File: src/rtl/memory_arbiter.sv
// memory_arbiter
//   Two-requester arbiter/sequencer in front of a single-port memory with a
//   one-cycle read latency. It serialises requests from two masters onto the
//   memory port. A granted access occupies the port for one cycle (ACCESS).
//   A read then waits one more cycle (RDWAIT) for the memory data. That data
//   returns to the winning port with a one-cycle rvalid pulse. All outputs
//   are registered.
//
// Build option:
//   MEM_ARB_FIXED_PRIO_EN  when defined, port 0 always wins a tie (fixed
//                          priority); otherwise ties are round-robin.
//
// Ports:
//   clk, rst                 clock (rising edge), async active-low reset
//   req0/1, we0/1            request and write(1)/read(0) select per port
//   addr0/1, wdata0/1        request address / write data per port
//   gnt0/1                   one-cycle grant pulse (access on memory this cycle)
//   rvalid0/1, rdata0/1      read-data-valid pulse and held read data per port
//   mem_addr, mem_wr_en,     memory port outputs
//   mem_rd_en, mem_wr_data
//   mem_rd_data              memory read data, valid one cycle after rd_en
//   busy                     high whenever the sequencer is not idle
module memory_arbiter #(
   parameter int unsigned ADDR_WIDTH = 3,
   parameter int unsigned DATA_WIDTH = 8
) (
   input  logic                  clk,
   input  logic                  rst,
   input  logic                  req0,
   input  logic                  req1,
   input  logic                  we0,
   input  logic                  we1,
   input  logic [ADDR_WIDTH-1:0] addr0,
   input  logic [ADDR_WIDTH-1:0] addr1,
   input  logic [DATA_WIDTH-1:0] wdata0,
   input  logic [DATA_WIDTH-1:0] wdata1,
   output logic                  gnt0,
   output logic                  gnt1,
   output logic                  rvalid0,
   output logic                  rvalid1,
   output logic [DATA_WIDTH-1:0] rdata0,
   output logic [DATA_WIDTH-1:0] rdata1,
   output logic [ADDR_WIDTH-1:0] mem_addr,
   output logic                  mem_wr_en,
   output logic                  mem_rd_en,
   output logic [DATA_WIDTH-1:0] mem_wr_data,
   input  logic [DATA_WIDTH-1:0] mem_rd_data,
   output logic                  busy
);

   typedef enum logic [1:0] {StIdle, StAccess, StRdWait} state_e;

   state_e                  state_q, state_d;
   logic                    gnt0_q, gnt0_d, gnt1_q, gnt1_d;
   logic                    rvalid0_q, rvalid0_d, rvalid1_q, rvalid1_d;
   logic [DATA_WIDTH-1:0]   rdata0_q, rdata0_d, rdata1_q, rdata1_d;
   logic [ADDR_WIDTH-1:0]   mem_addr_q, mem_addr_d;
   logic                    mem_wr_en_q, mem_wr_en_d, mem_rd_en_q, mem_rd_en_d;
   logic [DATA_WIDTH-1:0]   mem_wr_data_q, mem_wr_data_d;
   logic                    busy_q, busy_d;
   // Index of the most recent winner. Also steers returning read data, so it
   // is kept in the fixed-priority build even though arbitration ignores it.
   logic                    last_gnt_q, last_gnt_d;

   logic                    any_req;
   logic                    win_sel;   // 0: port 0 wins, 1: port 1 wins

   assign any_req = req0 | req1;

`ifdef MEM_ARB_FIXED_PRIO_EN
   assign win_sel = ~req0;
`else
   // On a tie, the port that did not win last time goes next.
   assign win_sel = (req0 & req1) ? ~last_gnt_q : req1;
`endif

   // State and output registers
   always_ff @(posedge clk or negedge rst) begin
      if (!rst) begin
         state_q       <= StIdle;
         gnt0_q        <= 1'b0;
         gnt1_q        <= 1'b0;
         rvalid0_q     <= 1'b0;
         rvalid1_q     <= 1'b0;
         rdata0_q      <= '0;
         rdata1_q      <= '0;
         mem_addr_q    <= '0;
         mem_wr_en_q   <= 1'b0;
         mem_rd_en_q   <= 1'b0;
         mem_wr_data_q <= '0;
         busy_q        <= 1'b0;
         last_gnt_q    <= 1'b1;
      end else begin
         state_q       <= state_d;
         gnt0_q        <= gnt0_d;
         gnt1_q        <= gnt1_d;
         rvalid0_q     <= rvalid0_d;
         rvalid1_q     <= rvalid1_d;
         rdata0_q      <= rdata0_d;
         rdata1_q      <= rdata1_d;
         mem_addr_q    <= mem_addr_d;
         mem_wr_en_q   <= mem_wr_en_d;
         mem_rd_en_q   <= mem_rd_en_d;
         mem_wr_data_q <= mem_wr_data_d;
         busy_q        <= busy_d;
         last_gnt_q    <= last_gnt_d;
      end
   end

   // Next-state logic
   always_comb begin
      state_d = state_q;
      unique case (state_q)
         StIdle:   if (any_req) state_d = StAccess;
         // mem_rd_en_q is high exactly while a read occupies ACCESS
         StAccess: state_d = mem_rd_en_q ? StRdWait : StIdle;
         StRdWait: state_d = StIdle;
         default:  state_d = StIdle;
      endcase
   end

   // Next values of the registered outputs
   always_comb begin
      gnt0_d        = 1'b0;
      gnt1_d        = 1'b0;
      rvalid0_d     = 1'b0;
      rvalid1_d     = 1'b0;
      rdata0_d      = rdata0_q;
      rdata1_d      = rdata1_q;
      mem_addr_d    = mem_addr_q;
      mem_wr_en_d   = 1'b0;
      mem_rd_en_d   = 1'b0;
      mem_wr_data_d = mem_wr_data_q;
      last_gnt_d    = last_gnt_q;
      busy_d        = (state_d != StIdle);
      unique case (state_q)
         StIdle: begin
            if (any_req) begin
               last_gnt_d = win_sel;
               if (win_sel) begin
                  gnt1_d        = 1'b1;
                  mem_addr_d    = addr1;
                  mem_wr_data_d = wdata1;
                  mem_wr_en_d   = we1;
                  mem_rd_en_d   = ~we1;
               end else begin
                  gnt0_d        = 1'b1;
                  mem_addr_d    = addr0;
                  mem_wr_data_d = wdata0;
                  mem_wr_en_d   = we0;
                  mem_rd_en_d   = ~we0;
               end
            end
         end
         StRdWait: begin
            if (last_gnt_q) begin
               rvalid1_d = 1'b1;
               rdata1_d  = mem_rd_data;
            end else begin
               rvalid0_d = 1'b1;
               rdata0_d  = mem_rd_data;
            end
         end
         default: ;
      endcase
   end

   assign gnt0        = gnt0_q;
   assign gnt1        = gnt1_q;
   assign rvalid0     = rvalid0_q;
   assign rvalid1     = rvalid1_q;
   assign rdata0      = rdata0_q;
   assign rdata1      = rdata1_q;
   assign mem_addr    = mem_addr_q;
   assign mem_wr_en   = mem_wr_en_q;
   assign mem_rd_en   = mem_rd_en_q;
   assign mem_wr_data = mem_wr_data_q;
   assign busy        = busy_q;

endmodule

File: config.mk
export PLATFORM = sky130hd
export DESIGN_NAME = memory_arbiter
export DESIGN_NICKNAME = d
export VERILOG_FILES = /design/src/rtl/memory_arbiter.sv
export SDC_FILE = /design/constraint.sdc
export NUM_CORES = 1
export LEC_CHECK = 0
export ABC_AREA = 1
export BUFFER_PORTS_ARGS = -buffer_cell sky130_fd_sc_hd__clkbuf_2
export CORE_ASPECT_RATIO = 1.25
export CORE_UTILIZATION = 48
export CTS_BUF_LIST = sky130_fd_sc_hd__clkbuf_4 sky130_fd_sc_hd__clkbuf_8
export CTS_CLUSTER_SIZE = 12
export DETAILED_ROUTE_END_ITERATION = 12
export GPL_ROUTABILITY_DRIVEN = 0
export PLACE_DENSITY_LB_ADDON = 0.08
export SKIP_CTS_REPAIR_TIMING = 1
export SYNTH_ARGS = -nofsm -noshare
export SYNTH_HDL_FRONTEND = slang
export SYNTH_SLANG_ARGS = --single-unit
export TNS_END_PERCENT = 50
File: constraint.sdc
create_clock -name clk -period 1.7 [get_ports clk]
set_input_delay 0.17 -clock clk [delete_from_list [all_inputs] [get_ports clk]]
set_output_delay 0.17 -clock clk [all_outputs]
set_load 0.005 [all_outputs]
* Word level (Yosys, flattened, before mapping)
Cells that the tools add are included.
** Storage, ports and cells
- Register bits :: 37
- Output and inout port bits :: 34
- Word-level logic and storage cells :: 47
** Operators by class
- Equality and inequality tests :: 2
- Mux-type cells :: 22
- Bitwise operators :: 5
- Reduce and logical (&&, ||, !) cells :: 5
** Operators with widths (number)
- $mux 1 :: 17
- $mux 8 :: 1
- $reduce_and 2->1 :: 3
- $mux 2 :: 2
- $pmux 2 s2 :: 1
- $mux 3 :: 1
- $not 1->1 :: 3
- $eq 2x1->1 const B :: 1
- $eq 2x2->1 const B :: 1
- $logic_not 2->1 :: 1
- $reduce_bool 2->1 :: 1
- $and 1x1->1 :: 1
- $or 1x1->1 :: 1

* Logic depth before layout (Yosys ltp)
Gate-level depths: netlist of run 1.
- Word-level depth :: 5
- Gate-level depth with buffers :: 7

* Worst setup path after synthesis of run 1
No wires, ideal clock.
- Path kind :: reg2reg
- From :: register last_gnt_q
- To :: register mem_addr_q[0] (netlist: mem_addr[0])
- Setup time :: 117 ps
- Arrival :: 1080 ps
- Required time :: 1583 ps
- Path slack :: 503 ps
- Stages on the path, launching flop included :: 7
- Period minus slack after synthesis :: 1197 ps
- Cell sequence :: dfstp_2 > nand2_1 > nand2_1 > buf_2 > nand2_1 > nand3_1 > nand2_1
** On the way
- Longest elaborated chain between the ends :: 3
** Ends and longest elaborated chain
- start, declared :: line 63 : logic last_gnt_q, last_gnt_d;
- start signal, assigned :: line 106 : last_gnt_q <= last_gnt_d;
- $not 1->1 (no source line)
- $mux 1 :: line 74 : assign win_sel = (req0 & req1) ? ~last_gnt_q : req1;
- $mux 3 :: line 140 : if (win_sel) begin
- end signal, assigned :: line 101 : mem_addr_q <= mem_addr_d;
- end, declared :: line 57 : logic [ADDR_WIDTH-1:0] mem_addr_q, mem_addr_d;
No other way between the ends.
A chain may end at the register's enable or synchronous reset.

* Worst setup path after layout of run 1
- From :: register last_gnt_q
- To :: register rdata1_q[7] (netlist: rdata1[7])
** On the way
- Longest elaborated chain between the ends :: 1
** Ends and longest elaborated chain
- $reduce_and 2->1 (no source line)
- end signal, assigned :: line 100 : rdata1_q <= rdata1_d;
- end, declared :: line 56 : logic [DATA_WIDTH-1:0] rdata0_q, rdata0_d, rdata1_q, rdata1_d;
No other way between the ends.

==> metrics.txt, run 1 <==
# TYPE chip_impl_metric gauge
chip_impl_info{name="run_status",value="finished clean"} 1
chip_impl_metric{name="cp_data_required_time",unit="ps"} 1930
chip_impl_metric{name="hold_depth",unit=""} 3
chip_impl_metric{name="wire_length_of_the_first_global_routing_pass",unit="um"} 5020
chip_impl_metric{name="final.setup.tns",unit="ps"} 0
chip_impl_metric{name="critPathMaxStageDelay",unit="ps"} 550
chip_impl_info{name="setup_repair_after_global_routing_missed_its_margin",value="no"} 1
chip_impl_metric{name="dieWidth",unit="um"} 53.1
chip_impl_metric{name="grt_start_max_net_pins",unit=""} 38
chip_impl_metric{name="htree_num_levels",unit=""} 2
chip_impl_metric{name="data_arrival_time_of_the_critical_path",unit="ps"} 1640
chip_impl_info{name="hold_path_startpoint",value="mem_rd_data[4]"} 1
chip_impl_metric{name="num-nets-final",unit=""} 287
chip_impl_metric{name="power_density",unit="mW/mm^2"} 1550
chip_impl_metric{name="ys_ff_latch",unit=""} 37
chip_impl_metric{name="reg2reg_depth",unit=""} 2
chip_impl_metric{name="grt_antenna_before_repair",unit=""} 0
chip_impl_info{name="start_kind",value="register"} 1
chip_impl_metric{name="via_per_inst",unit=""} 4.72
chip_impl_metric{name="whs",unit="ps"} 79.3
chip_impl_info{name="ys_top_cells_by_area",value="sky130_fd_sc_hd__dfrtp_1, sky130_fd_sc_hd__nand2_1, sky130_fd_sc_hd__inv_1"} 1
chip_impl_metric{name="antenna_diode_count",unit=""} 0
chip_impl_metric{name="syn_avg_cell_area",unit="um^2"} 8.81
chip_impl_metric{name="cts_inserted_buffers",unit=""} 5
chip_impl_metric{name="cts.sink_count",unit=""} 37
chip_impl_metric{name="hpwl_dp",unit="um"} 2250
chip_impl_info{name="worst_r2r_endpoint",value="rdata1[7]$_DFFE_PN0P_"} 1
chip_impl_metric{name="grt_pass1_vias",unit=""} 1196
chip_impl_metric{name="fp.dieArea",unit="mm^2"} 0.00350
chip_impl_metric{name="netlist.area_leader.share",unit=""} 0.575
chip_impl_metric{name="synth-seq-area-share",unit=""} 0.591
chip_impl_metric{name="final_number_of_hold_violating_endpoints",unit=""} 0
chip_impl_info{name="worstPathCellList",value="nand3_1 > o21ai_0"} 1
chip_impl_metric{name="drtPass1Iterations",unit=""} 4
chip_impl_info{name="setup.worst_path.end_class",value="register"} 1
chip_impl_info{name="clock-root-buffer",value="sky130_fd_sc_hd__clkbuf_4"} 1
chip_impl_metric{name="dr.first_iter.drc_count",unit=""} 14
chip_impl_metric{name="initial_core_util",unit=""} 0.518
chip_impl_metric{name="global_route.overflow_total",unit=""} 0
chip_impl_metric{name="io_pins",unit=""} 70
chip_impl_metric{name="timing.final.crit_period",unit="ps"} 1400
chip_impl_metric{name="antenna_left",unit=""} 0
chip_impl_metric{name="ys_warn_count",unit=""} 0
chip_impl_metric{name="synthToLayoutAreaGrowth",unit="%"} 29.4
chip_impl_metric{name="tightestPinTransition",unit="ps"} 554
chip_impl_metric{name="worst_relative_slew_slack",unit=""} 0.630
chip_impl_metric{name="drv.max_cap_violation_count",unit=""} 0
chip_impl_metric{name="final.setup_skew",unit="ps"} 7.78
chip_impl_metric{name="insertion_delay",unit="ps"} 330
chip_impl_metric{name="synth_fp_nets",unit=""} 214
chip_impl_metric{name="total_leakage_power",unit="nW"} 1.22
chip_impl_metric{name="irDropWorstVdd",unit="uV"} 925
chip_impl_metric{name="multi_input_area",unit="um^2"} 493
chip_impl_metric{name="clk_pin_slew",unit="ps"} 100
chip_impl_metric{name="die_height",unit="um"} 65.9
chip_impl_metric{name="drt-total-wl",unit="um"} 3070
chip_impl_info{name="critPathLaunch",value="last_gnt_q$_DFFE_PN1P_"} 1
chip_impl_metric{name="globalRouteTotalUtil",unit=""} 0.200
chip_impl_metric{name="wl_per_cell",unit="um"} 10.6
chip_impl_metric{name="timing.fmax",unit="GHz"} 0.714
chip_impl_metric{name="finalSetupViolCount",unit=""} 0
chip_impl_metric{name="syn-cell-area",unit="mm^2"} 0.00157
chip_impl_metric{name="reg2reg_setup_slack",unit="ps"} 300
chip_impl_metric{name="fill_cells",unit=""} 277
chip_impl_info{name="hold_class",value="in2reg"} 1
chip_impl_metric{name="finalCritPeriodShare",unit=""} 0.824
chip_impl_metric{name="cp_max_fo",unit=""} 17
chip_impl_metric{name="post_route_cells_drive_above_1_share",unit=""} 0.329
chip_impl_metric{name="port_buffers",unit=""} 69
chip_impl_metric{name="ctsLongestPathBuffers",unit=""} 2
chip_impl_info{name="worstReg2RegStart",value="last_gnt_q$_DFFE_PN1P_"} 1
chip_impl_info{name="critical_path_class",value="reg2reg"} 1
chip_impl_metric{name="postSynthCellCount",unit=""} 178
chip_impl_metric{name="core_region_area",unit="mm^2"} 0.00303
chip_impl_info{name="critical_path.slowest_cell",value="sky130_fd_sc_hd__dfstp_2"} 1
chip_impl_metric{name="distinct_cell_type_count_of_the_synthesized_netlist",unit=""} 15
chip_impl_metric{name="via_count",unit=""} 1358
chip_impl_metric{name="rows",unit=""} 22
chip_impl_metric{name="final_max_slew_viol_count",unit=""} 0
chip_impl_metric{name="drc",unit=""} 0
chip_impl_info{name="netlist.top_cell.by_area",value="sky130_fd_sc_hd__dfrtp_1"} 1
chip_impl_info{name="hold_end",value="rdata1[4]$_DFFE_PN0P_"} 1
chip_impl_info{name="clock_tree_from_tritoncts",value="yes"} 1
chip_impl_metric{name="regArea",unit="um^2"} 927
power by group:
part | total [W] | switching, W | internal (W)
Sequential | 0.00147 | 0.000196 | 0.00127
Clock | 0.000637 | 0.000270 | 0.000367
Combinational | 0.00103 | 0.000548 | 0.000486
Total | 0.00314 | 0.00101 | 0.00213
state kept, by name, summed over array words and instances, names as in the netlist, 2 cells and up:
signal / count
rdata1: 8
state_q: 2
mem_addr: 3
mem_wr_data: 8
rdata0: 8
worst max-delay path by stage:
stage                              end  slack [ps]
3_5_place_dp     rdata1[7]$_DFFE_PN0P_         330
6_report         rdata1[7]$_DFFE_PN0P_         300
3_3_place_gp     rdata1[2]$_DFFE_PN0P_         360
5_1_grt            mem_rd_en$_DFF_PN0_         160
2_1_floorplan  mem_addr[0]$_DFFE_PN0P_         500
4_1_cts          rdata1[7]$_DFFE_PN0P_         280
cell usage in the layout, fill, tap and decap left out:
cell	n
sky130_fd_sc_hd__dlygate4sd3_1	1
sky130_fd_sc_hd__bufinv_16	1
sky130_fd_sc_hd__clkbuf_4	6
sky130_fd_sc_hd__nor2_4	1
sky130_fd_sc_hd__o21ai_0	18
sky130_fd_sc_hd__inv_2	1
sky130_fd_sc_hd__clkbuf_2	69
sky130_fd_sc_hd__nand3b_1	10
sky130_fd_sc_hd__dfstp_2	1
sky130_fd_sc_hd__buf_4	3
sky130_fd_sc_hd__clkbuf_8	1
sky130_fd_sc_hd__inv_1	25
sky130_fd_sc_hd__nor2_1	6
sky130_fd_sc_hd__nand2_1	59
sky130_fd_sc_hd__o21bai_1	1
sky130_fd_sc_hd__dfrtp_1	36
sky130_fd_sc_hd__nand3_1	13
cell usage after synthesis:
master / number
sky130_fd_sc_hd__nand2_1: 59
sky130_fd_sc_hd__dfrtp_1: 36
sky130_fd_sc_hd__inv_1: 25
sky130_fd_sc_hd__o21ai_0: 18
sky130_fd_sc_hd__nand3_1: 13
sky130_fd_sc_hd__nand3b_1: 10
sky130_fd_sc_hd__nor2_1: 6
sky130_fd_sc_hd__buf_4: 2
sky130_fd_sc_hd__buf_6: 2
sky130_fd_sc_hd__clkbuf_1: 2
sky130_fd_sc_hd__buf_2: 1
sky130_fd_sc_hd__dfstp_2: 1
sky130_fd_sc_hd__inv_2: 1
sky130_fd_sc_hd__nor2_4: 1
sky130_fd_sc_hd__o21bai_1: 1
cells by family (layout without fill, tap and decap cells):
| kind of cell | Yosys count | count (layout) | synth area share |
|---|---|---|---|
| buf+inv | 33 | 107 | 0.0942 |
| simple gates | 89 | 89 | 0.252 |
| compound gates | 19 | 19 | 0.0623 |
| flops | 37 | 37 | 0.591 |
cell type report:
class                      instances  share of cell area
sequential                        37               0.457
multi-input combinational        108               0.243
timing repair buffer              73               0.186
inverter                          26              0.0481
clock buffer                       7              0.0290
tap                               36              0.0222
clock inverter                     1              0.0148
per-stage QoR:
stage,power (W),worst slack [ps],util,area [um^2],cells
5_1_grt,0.00341,157,0.670,2030,288
2_1_floorplan,0.00201,503,-,1570,178
3_3_place_gp,0.00251,361,0.638,1930,279
4_1_cts,0.00319,281,0.667,2020,287
3_5_place_dp,0.00255,333,0.638,1930,279
6_report,0.00314,298,0.670,2030,288
routing by layer:
metal / global-route usage / part of all wire / vias up
li1: - / - / 694
met1: 0.233 / 0.42 / 601
met2: 0.334 / 0.49 / 57
met3: 0.0713 / 0.080 / 6
met4: 0.0691 / 0.016 / 0
met5: 0 / 0 / -
worst max-delay path: cells and delay by family, from the launching register on:
| kind | cells | cell delay (ps) |
|---|---|---|
| AO/OA/AOI/OAI | 1 | 340 |
| AND/OR/NAND/NOR | 1 | 410 |
| flip-flops | 1 | 550 |
Note: power is estimated with default switching activity, not from simulation.
==> run 2: changes to the inputs <==
--- a/config.mk
+++ b/config.mk
@@ -5,10 +5,10 @@
 export SDC_FILE = /design/constraint.sdc
 export NUM_CORES = 1
 export LEC_CHECK = 0
-export ABC_AREA = 1
+export ABC_AREA = 0
 export BUFFER_PORTS_ARGS = -buffer_cell sky130_fd_sc_hd__clkbuf_2
 export CORE_ASPECT_RATIO = 1.25
-export CORE_UTILIZATION = 48
+export CORE_UTILIZATION = 43
 export CTS_BUF_LIST = sky130_fd_sc_hd__clkbuf_4 sky130_fd_sc_hd__clkbuf_8
 export CTS_CLUSTER_SIZE = 12
 export DETAILED_ROUTE_END_ITERATION = 12
==> constraint.sdc (replaced) <==
create_clock -name clk -period 1.2 [get_ports clk]
set_input_delay 0.12 -clock clk [delete_from_list [all_inputs] [get_ports clk]]
set_output_delay 0.12 -clock clk [all_outputs]
set_load 0.005 [all_outputs]
==> run 2 against run 1 <==
  * The flow now finishes with violations (negative setup slack)
  * First-iteration DRC count down 43%
  * Global-route usage is 2.7 points lower
  * Synthesized cell count fell by 47%
  * Synthesized area down 4.4%
  * Maximum frequency fell by 2.2%
  * Critical path depth increased by 2
  * Clock power grew 73%
  * Total power increased by 55%
  * Cell area up 11%
  * Die area rose by 6.5%
==> metrics.txt, run 2 <==
# TYPE chip_impl_metric gauge
chip_impl_info{name="run_status",value="finished with violations"} 1
chip_impl_info{name="violations_in_the_final_reports",value="negative setup slack"} 1
chip_impl_metric{name="stdcell_area",unit="mm^2"} 0.00226
chip_impl_metric{name="drv.max_cap_violation_count",unit=""} 0
chip_impl_metric{name="drc",unit=""} 0
chip_impl_metric{name="synth-edff-count",unit=""} 0
chip_impl_info{name="layout_common_cells",value="sky130_fd_sc_hd__clkbuf_2, sky130_fd_sc_hd__dfrtp_1, sky130_fd_sc_hd__mux2_4"} 1
chip_impl_info{name="dominantRegCellSynth",value="sky130_fd_sc_hd__dfrtp_1"} 1
chip_impl_metric{name="multi_input_area",unit="um^2"} 614
chip_impl_metric{name="io_pins",unit=""} 70
chip_impl_info{name="synthTopCellsByCount",value="sky130_fd_sc_hd__dfrtp_1, sky130_fd_sc_hd__mux2_2, sky130_fd_sc_hd__mux2_4, sky130_fd_sc_hd__nor2_1"} 1
chip_impl_metric{name="port_buffers",unit=""} 69
chip_impl_metric{name="via_per_inst",unit=""} 4.82
chip_impl_metric{name="grt_pass1_vias",unit=""} 1088
chip_impl_info{name="clock_tree_from_tritoncts",value="yes"} 1
chip_impl_metric{name="rows",unit=""} 23
chip_impl_metric{name="wl_per_cell",unit="um"} 13.2
chip_impl_metric{name="synthToLayoutAreaGrowth",unit="%"} 50.8
chip_impl_metric{name="grt_antenna_before_repair",unit=""} 0
chip_impl_metric{name="design_power_total",unit="W"} 0.00488
chip_impl_info{name="clock-root-buffer",value="sky130_fd_sc_hd__clkbuf_8"} 1
chip_impl_info{name="start_kind",value="register"} 1
chip_impl_metric{name="distinct_cell_type_count_of_the_synthesized_netlist",unit=""} 20
chip_impl_metric{name="final_number_of_hold_violating_endpoints",unit=""} 0
chip_impl_metric{name="die_height",unit="um"} 68.0
chip_impl_info{name="critical_path_class",value="reg2reg"} 1
chip_impl_info{name="ys_top_cells_by_area",value="sky130_fd_sc_hd__dfrtp_1, sky130_fd_sc_hd__mux2_2, sky130_fd_sc_hd__mux2_4"} 1
chip_impl_metric{name="fp.dieArea",unit="mm^2"} 0.00373
chip_impl_metric{name="antenna_diode_count",unit=""} 0
chip_impl_metric{name="postSynthCellCount",unit=""} 95
chip_impl_metric{name="syn_avg_cell_area",unit="um^2"} 15.8
chip_impl_metric{name="cts.sink_count",unit=""} 37
chip_impl_metric{name="syn-cell-area",unit="mm^2"} 0.00150
chip_impl_metric{name="regArea",unit="um^2"} 927
chip_impl_metric{name="netlist.area_leader.share",unit=""} 0.601
chip_impl_metric{name="finalSetupViolCount",unit=""} 30
chip_impl_metric{name="fill_cells",unit=""} 239
chip_impl_metric{name="globalRouteTotalUtil",unit=""} 0.173
chip_impl_metric{name="ys_warn_count",unit=""} 0
chip_impl_metric{name="placed_area",unit="mm^2"} 0.00203
chip_impl_metric{name="ys_ff_latch",unit=""} 37
chip_impl_metric{name="final.setup.tns",unit="ps"} -4540
chip_impl_metric{name="post_route_cells_drive_above_1_share",unit=""} 0.737
chip_impl_metric{name="wire_length_of_the_first_global_routing_pass",unit="um"} 4480
chip_impl_metric{name="dieWidth",unit="um"} 54.8
chip_impl_metric{name="power_density",unit="mW/mm^2"} 2160
chip_impl_metric{name="timing.fmax",unit="GHz"} 0.698
chip_impl_metric{name="drtPass1Iterations",unit=""} 3
chip_impl_info{name="hold_class",value="in2reg"} 1
chip_impl_metric{name="cp_max_fo",unit=""} 7
chip_impl_metric{name="initial_core_util",unit=""} 0.461
chip_impl_metric{name="antenna_left",unit=""} 0
chip_impl_info{name="setup_repair_after_global_routing_missed_its_margin",value="yes"} 1
chip_impl_metric{name="via_count",unit=""} 1094
chip_impl_metric{name="drt-total-wl",unit="um"} 3000
chip_impl_metric{name="synthArstFlopShare",unit=""} 1.00
chip_impl_info{name="most_common_cell_in_the_synthesized_netlist",value="sky130_fd_sc_hd__dfrtp_1"} 1
chip_impl_info{name="setup.worst_path.end_class",value="register"} 1
chip_impl_metric{name="num-nets-final",unit=""} 225
chip_impl_info{name="netlist.top_cell.by_area",value="sky130_fd_sc_hd__dfrtp_1"} 1
chip_impl_metric{name="final_max_slew_viol_count",unit=""} 0
chip_impl_info{name="layout_commonest_cell",value="sky130_fd_sc_hd__clkbuf_2"} 1
chip_impl_metric{name="data_arrival_time_of_the_critical_path",unit="ps"} 1600
chip_impl_metric{name="core_region_area",unit="mm^2"} 0.00325
chip_impl_metric{name="total_leakage_power",unit="nW"} 1.20
chip_impl_metric{name="layout_setup_ws",unit="ps"} -233
chip_impl_metric{name="irDropWorstVdd",unit="uV"} 1530
chip_impl_metric{name="synth-seq-area-share",unit=""} 0.619
chip_impl_metric{name="global_route.overflow_total",unit=""} 0
chip_impl_metric{name="timing.final.crit_period",unit="ps"} 1430
chip_impl_metric{name="hpwl_dp",unit="um"} 2230
chip_impl_metric{name="dr.first_iter.drc_count",unit=""} 8
chip_impl_metric{name="grt_start_max_net_pins",unit=""} 27
chip_impl_metric{name="insertion_delay",unit="ps"} 280
chip_impl_metric{name="synth_fp_nets",unit=""} 131
chip_impl_metric{name="final.setup_skew",unit="ps"} 3.86
chip_impl_metric{name="worst_relative_slew_slack",unit=""} 0.769
chip_impl_metric{name="ctsLongestPathBuffers",unit=""} 2
chip_impl_metric{name="cts_inserted_buffers",unit=""} 5
chip_impl_metric{name="htree_num_levels",unit=""} 2
chip_impl_metric{name="tightestPinTransition",unit="ps"} 346
chip_impl_metric{name="clk_pin_slew",unit="ps"} 70
chip_impl_metric{name="cp_data_required_time",unit="ps"} 1370
chip_impl_metric{name="finalCritPeriodShare",unit=""} 1.19
run 2: changes by cell type after synthesis, moves of 2 or more:
cell                       previous run  this run
sky130_fd_sc_hd__nand2_1             59         1
sky130_fd_sc_hd__inv_1               25         2
sky130_fd_sc_hd__nand3b_1            10         1
sky130_fd_sc_hd__nand3_1             13         0
sky130_fd_sc_hd__clkbuf_1             2         0
sky130_fd_sc_hd__mux2_4               0         6
sky130_fd_sc_hd__o21ai_0             18         1
sky130_fd_sc_hd__mux2_2               0        30
sky130_fd_sc_hd__and2_1               0         2
run 2: per-layer routing:
metal | track usage | up-vias | part of all wire
li1 | - | 518 | -
met1 | 0.168 | 526 | 0.38
met2 | 0.321 | 44 | 0.55
met3 | 0.0667 | 6 | 0.064
met4 | 0.0577 | 0 | 0.013
met5 | 0 | - | 0
run 2: final timing paths:
path / from / endpoint / slack (ps) / cells past startpoint
max: last_gnt_q$_DFFE_PN1P_ / mem_wr_data[4]$_DFFE_PN0P_ / -230 / 4
min reg2reg: rdata1[4]$_DFFE_PN0P_ / rdata1[4]$_DFFE_PN0P_ / 510 / 1
min: wdata1[7] / mem_wr_data[7]$_DFFE_PN0P_ / 60 / 2
min in group asynchronous: rst / rdata1[6]$_DFFE_PN0P_ / 260 / 2
max reg2reg: last_gnt_q$_DFFE_PN1P_ / mem_wr_data[4]$_DFFE_PN0P_ / -230 / 4
max in group asynchronous: rst / mem_wr_data[5]$_DFFE_PN0P_ / 490 / 3
run 2: area by class of cell:
type | count | share of cell area
Sequential cell | 37 | 0.410
Inverter | 2 | 0.00332
Multi-Input combinational cell | 53 | 0.272
Timing Repair Buffer | 90 | 0.241
Tap cell | 37 | 0.0205
Clock buffer | 6 | 0.0365
Clock inverter | 2 | 0.0166
run 2: worst max-delay path, stage by stage, from the launching register on:
cell and delay, ps:
sky130_fd_sc_hd__dfstp_2 560, sky130_fd_sc_hd__a21boi_4 80, sky130_fd_sc_hd__buf_6 150, sky130_fd_sc_hd__mux2_4 290
sky130_fd_sc_hd__mux2_4 250
run 2: kinds of logic (layout without fill, tap and decap cells):
logic type | after synthesis | count (layout) | synth area share
flip-flops | 37 | 37 | 0.619
multiplexers | 37 | 37 | 0.292
buffers and inverters | 5 | 100 | 0.0209
AO/OA/AOI/OAI | 5 | 5 | 0.0284
AND/OR/NAND/NOR | 11 | 11 | 0.0401
run 2: where the power goes:
part	leakage [nW]	internal, W	total (W)	switching, W
clock	0.0574	0.000675	0.00110	0.000429
sequential	0.448	0.00177	0.00204	0.000269
combinational	0.691	0.00114	0.00173	0.000591
run 2: per-stage QoR:
step	setup slack (ps)	cells	util	hold WS, ps
final	-233	227	0.695	58.9
after CTS	-406	220	0.660	-272
after floorplan	-225	95	-	-176
after detailed placement	-394	212	0.623	38.3
after global placement	-341	212	0.623	26.4
after global routing	-286	227	0.695	79.7
==> run 3: changes to the inputs <==
==> constraint.sdc (replaced) <==
create_clock -name clk -period 1.3 [get_ports clk]
set_input_delay 0.13 -clock clk [delete_from_list [all_inputs] [get_ports clk]]
set_output_delay 0.13 -clock clk [all_outputs]
set_load 0.005 [all_outputs]
==> run 3 against run 2 <==
  * The flow still finishes with violations (negative setup slack)
  * Via count grew 1.3%
  * Worst hold slack gained 15 ps
  * Register-to-register slack improved by 80 ps
  * Clock-buffer cell count unchanged
  * Global-route usage rose by 1.6 points
  * Core utilization is 1.2 points lower
  * Worst setup slack better by 80 ps
  * Sequential share of layout area is 0.72 points higher
  * First-iteration DRC count rose by 13%
  * Non-clock buffer count grew 1
  * Critical path depth stayed put
  * Critical path type unchanged
  * Critical endpoint is now mem_addr[0]$_DFFE_PN0P_
  * Largest cell class unchanged
==> metrics.txt, run 3 (synthesis gave the netlist of run 2 again) <==
# TYPE chip_impl_metric gauge
chip_impl_info{name="run_status",value="finished with violations"} 1
chip_impl_info{name="violations_in_the_final_reports",value="negative setup slack"} 1
chip_impl_metric{name="final_util",unit=""} 0.683
chip_impl_metric{name="via_per_inst",unit=""} 4.86
chip_impl_metric{name="cp_data_required_time",unit="ps"} 1480
chip_impl_metric{name="cp_max_fo",unit=""} 7
chip_impl_info{name="layout_common_cells",value="sky130_fd_sc_hd__clkbuf_2, sky130_fd_sc_hd__dfrtp_1, sky130_fd_sc_hd__mux2_2"} 1
chip_impl_metric{name="drc",unit=""} 0
chip_impl_metric{name="clk_pin_slew",unit="ps"} 70
chip_impl_metric{name="fill_cells",unit=""} 257
chip_impl_metric{name="post_route_cells_drive_above_1_share",unit=""} 0.733
chip_impl_metric{name="insertion_delay",unit="ps"} 290
chip_impl_metric{name="tightestPinTransition",unit="ps"} 328
chip_impl_metric{name="antenna_left",unit=""} 0
chip_impl_metric{name="grt_antenna_before_repair",unit=""} 0
chip_impl_info{name="setup_repair_after_global_routing_missed_its_margin",value="yes"} 1
chip_impl_info{name="start_kind",value="register"} 1
chip_impl_info{name="critPathLaunch",value="last_gnt_q$_DFFE_PN1P_"} 1
chip_impl_info{name="layout_commonest_cell",value="sky130_fd_sc_hd__clkbuf_2"} 1
chip_impl_metric{name="antenna_diode_count",unit=""} 0
chip_impl_info{name="critical_path.most_common_cell",value="sky130_fd_sc_hd__mux2_4"} 1
chip_impl_metric{name="cts.sink_count",unit=""} 37
chip_impl_metric{name="final_max_slew_viol_count",unit=""} 0
chip_impl_info{name="hold_class",value="in2reg"} 1
chip_impl_metric{name="ctsLongestPathBuffers",unit=""} 2
chip_impl_metric{name="data_arrival_time_of_the_critical_path",unit="ps"} 1630
chip_impl_metric{name="drtPass1Iterations",unit=""} 3
chip_impl_info{name="hold_path_startpoint",value="wdata1[7]"} 1
chip_impl_metric{name="synthToLayoutAreaGrowth",unit="%"} 48.2
chip_impl_metric{name="power_density",unit="mW/mm^2"} 2010
chip_impl_metric{name="stdcell_area",unit="mm^2"} 0.00222
chip_impl_metric{name="fp.dieArea",unit="mm^2"} 0.00373
chip_impl_metric{name="grt_pass1_vias",unit=""} 1058
chip_impl_info{name="family_with_the_most_delay_on_the_worst_path",value="flip-flops"} 1
chip_impl_metric{name="irDropWorstVdd",unit="uV"} 1430
chip_impl_metric{name="finalCritPeriodShare",unit=""} 1.12
chip_impl_metric{name="rows",unit=""} 23
chip_impl_metric{name="whs",unit="ps"} 73.9
chip_impl_metric{name="wire_length_of_the_first_global_routing_pass",unit="um"} 4730
chip_impl_metric{name="finalSetupViolCount",unit=""} 30
chip_impl_metric{name="final_number_of_hold_violating_endpoints",unit=""} 0
chip_impl_metric{name="drt-total-wl",unit="um"} 3260
chip_impl_metric{name="cts_inserted_buffers",unit=""} 5
chip_impl_metric{name="port_buffers",unit=""} 69
chip_impl_metric{name="globalRouteTotalUtil",unit=""} 0.189
chip_impl_metric{name="dieWidth",unit="um"} 54.8
chip_impl_metric{name="layout_setup_ws",unit="ps"} -153
chip_impl_metric{name="final.setup.tns",unit="ps"} -2140
chip_impl_metric{name="final.setup_skew",unit="ps"} 5.95
chip_impl_info{name="critical_path.slowest_cell",value="sky130_fd_sc_hd__dfstp_2"} 1
chip_impl_metric{name="placed_area",unit="mm^2"} 0.00202
chip_impl_info{name="setup.worst_path.end_class",value="register"} 1
chip_impl_metric{name="initial_core_util",unit=""} 0.461
chip_impl_info{name="worstReg2RegStart",value="last_gnt_q$_DFFE_PN1P_"} 1
chip_impl_metric{name="dr.first_iter.drc_count",unit=""} 9
chip_impl_info{name="clock_tree_from_tritoncts",value="yes"} 1
chip_impl_metric{name="timing.final.crit_period",unit="ps"} 1450
chip_impl_metric{name="timing.fmax",unit="GHz"} 0.688
chip_impl_metric{name="htree_num_levels",unit=""} 2
chip_impl_metric{name="wl_per_cell",unit="um"} 14.3
chip_impl_info{name="critical_path_class",value="reg2reg"} 1
chip_impl_metric{name="critPathMaxStageDelay",unit="ps"} 560
chip_impl_metric{name="total_leakage_power",unit="nW"} 1.18
chip_impl_metric{name="num-nets-final",unit=""} 226
chip_impl_info{name="clock-root-buffer",value="sky130_fd_sc_hd__clkbuf_8"} 1
chip_impl_metric{name="grt_start_max_net_pins",unit=""} 17
chip_impl_info{name="worstPathCellList",value="a21boi_4 > buf_6 > mux2_4 > mux2_4"} 1
chip_impl_metric{name="die_height",unit="um"} 68.0
chip_impl_metric{name="worst_relative_slew_slack",unit=""} 0.782
chip_impl_metric{name="core_region_area",unit="mm^2"} 0.00325
chip_impl_metric{name="hpwl_dp",unit="um"} 2440
chip_impl_metric{name="drv.max_cap_violation_count",unit=""} 0
chip_impl_metric{name="via_count",unit=""} 1108
chip_impl_metric{name="timing.critical_path.buf_inv",unit=""} 1
chip_impl_metric{name="global_route.overflow_total",unit=""} 0
chip_impl_metric{name="io_pins",unit=""} 70
chip_impl_metric{name="reg2reg_setup_slack",unit="ps"} -150
==> run 3: changes by cell type in the layout (fill, tap and decap cells not counted), sizes merged <==
cell  delta
buf      +1
==> run 3: final timing paths <==
check,cells past startpoint,end
max reg2reg,4,mem_addr[0]$_DFFE_PN0P_
min reg2reg,1,rdata1[7]$_DFFE_PN0P_
max in group asynchronous,3,mem_wr_data[5]$_DFFE_PN0P_
max,4,mem_addr[0]$_DFFE_PN0P_
min,2,mem_wr_data[7]$_DFFE_PN0P_
min in group asynchronous,2,rdata0[2]$_DFFE_PN0P_
==> run 3: final cells by class <==
class	count	area (um^2)	share of cell area
Tap cell	37	46.3	0.0208
Clock inverter	2	37.5	0.0169
Timing Repair Buffer	91	536	0.241
Multi-Input combinational cell	53	586	0.264
Inverter	2	7.51	0.00338
Clock buffer	6	82.6	0.0372
Sequential cell	37	927	0.417
==> run 3: layer usage <==
metal / vias up / global-route usage / routed length, um
met2: 45 / 0.334 / 1800
met3: 7 / 0.0533 / 185
met4: 0 / 0.106 / 67
met1: 535 / 0.192 / 1210
li1: 521 / - / -
met5: - / 0 / 0
==> run 3: worst register-to-register path, delay by kind of cell (launching register included) <==
kind,cells,cell delay [ps]
buffers and inverters,1,150
AO/OA/AOI/OAI,1,70
flip-flops,1,560
multiplexers,2,570
==> run 3: power breakdown <==
part	leakage [nW]	internal [W]	switching (W)	total [W]
clock	0.0574	0.000624	0.000419	0.00104
combinational	0.671	0.000989	0.000555	0.00154
sequential	0.448	0.00163	0.000249	0.00188
==> run 3: through the flow <==
stage / cells / setup slack, ps / total power, W
final: 228 / -153 / 0.00447
after global routing: 228 / -185 / 0.00477
after CTS: 223 / -305 / 0.00445
after detailed placement: 215 / -297 / 0.00339
after global placement: 215 / -238 / 0.00331
after floorplan: 95 / -125 / 0.00260
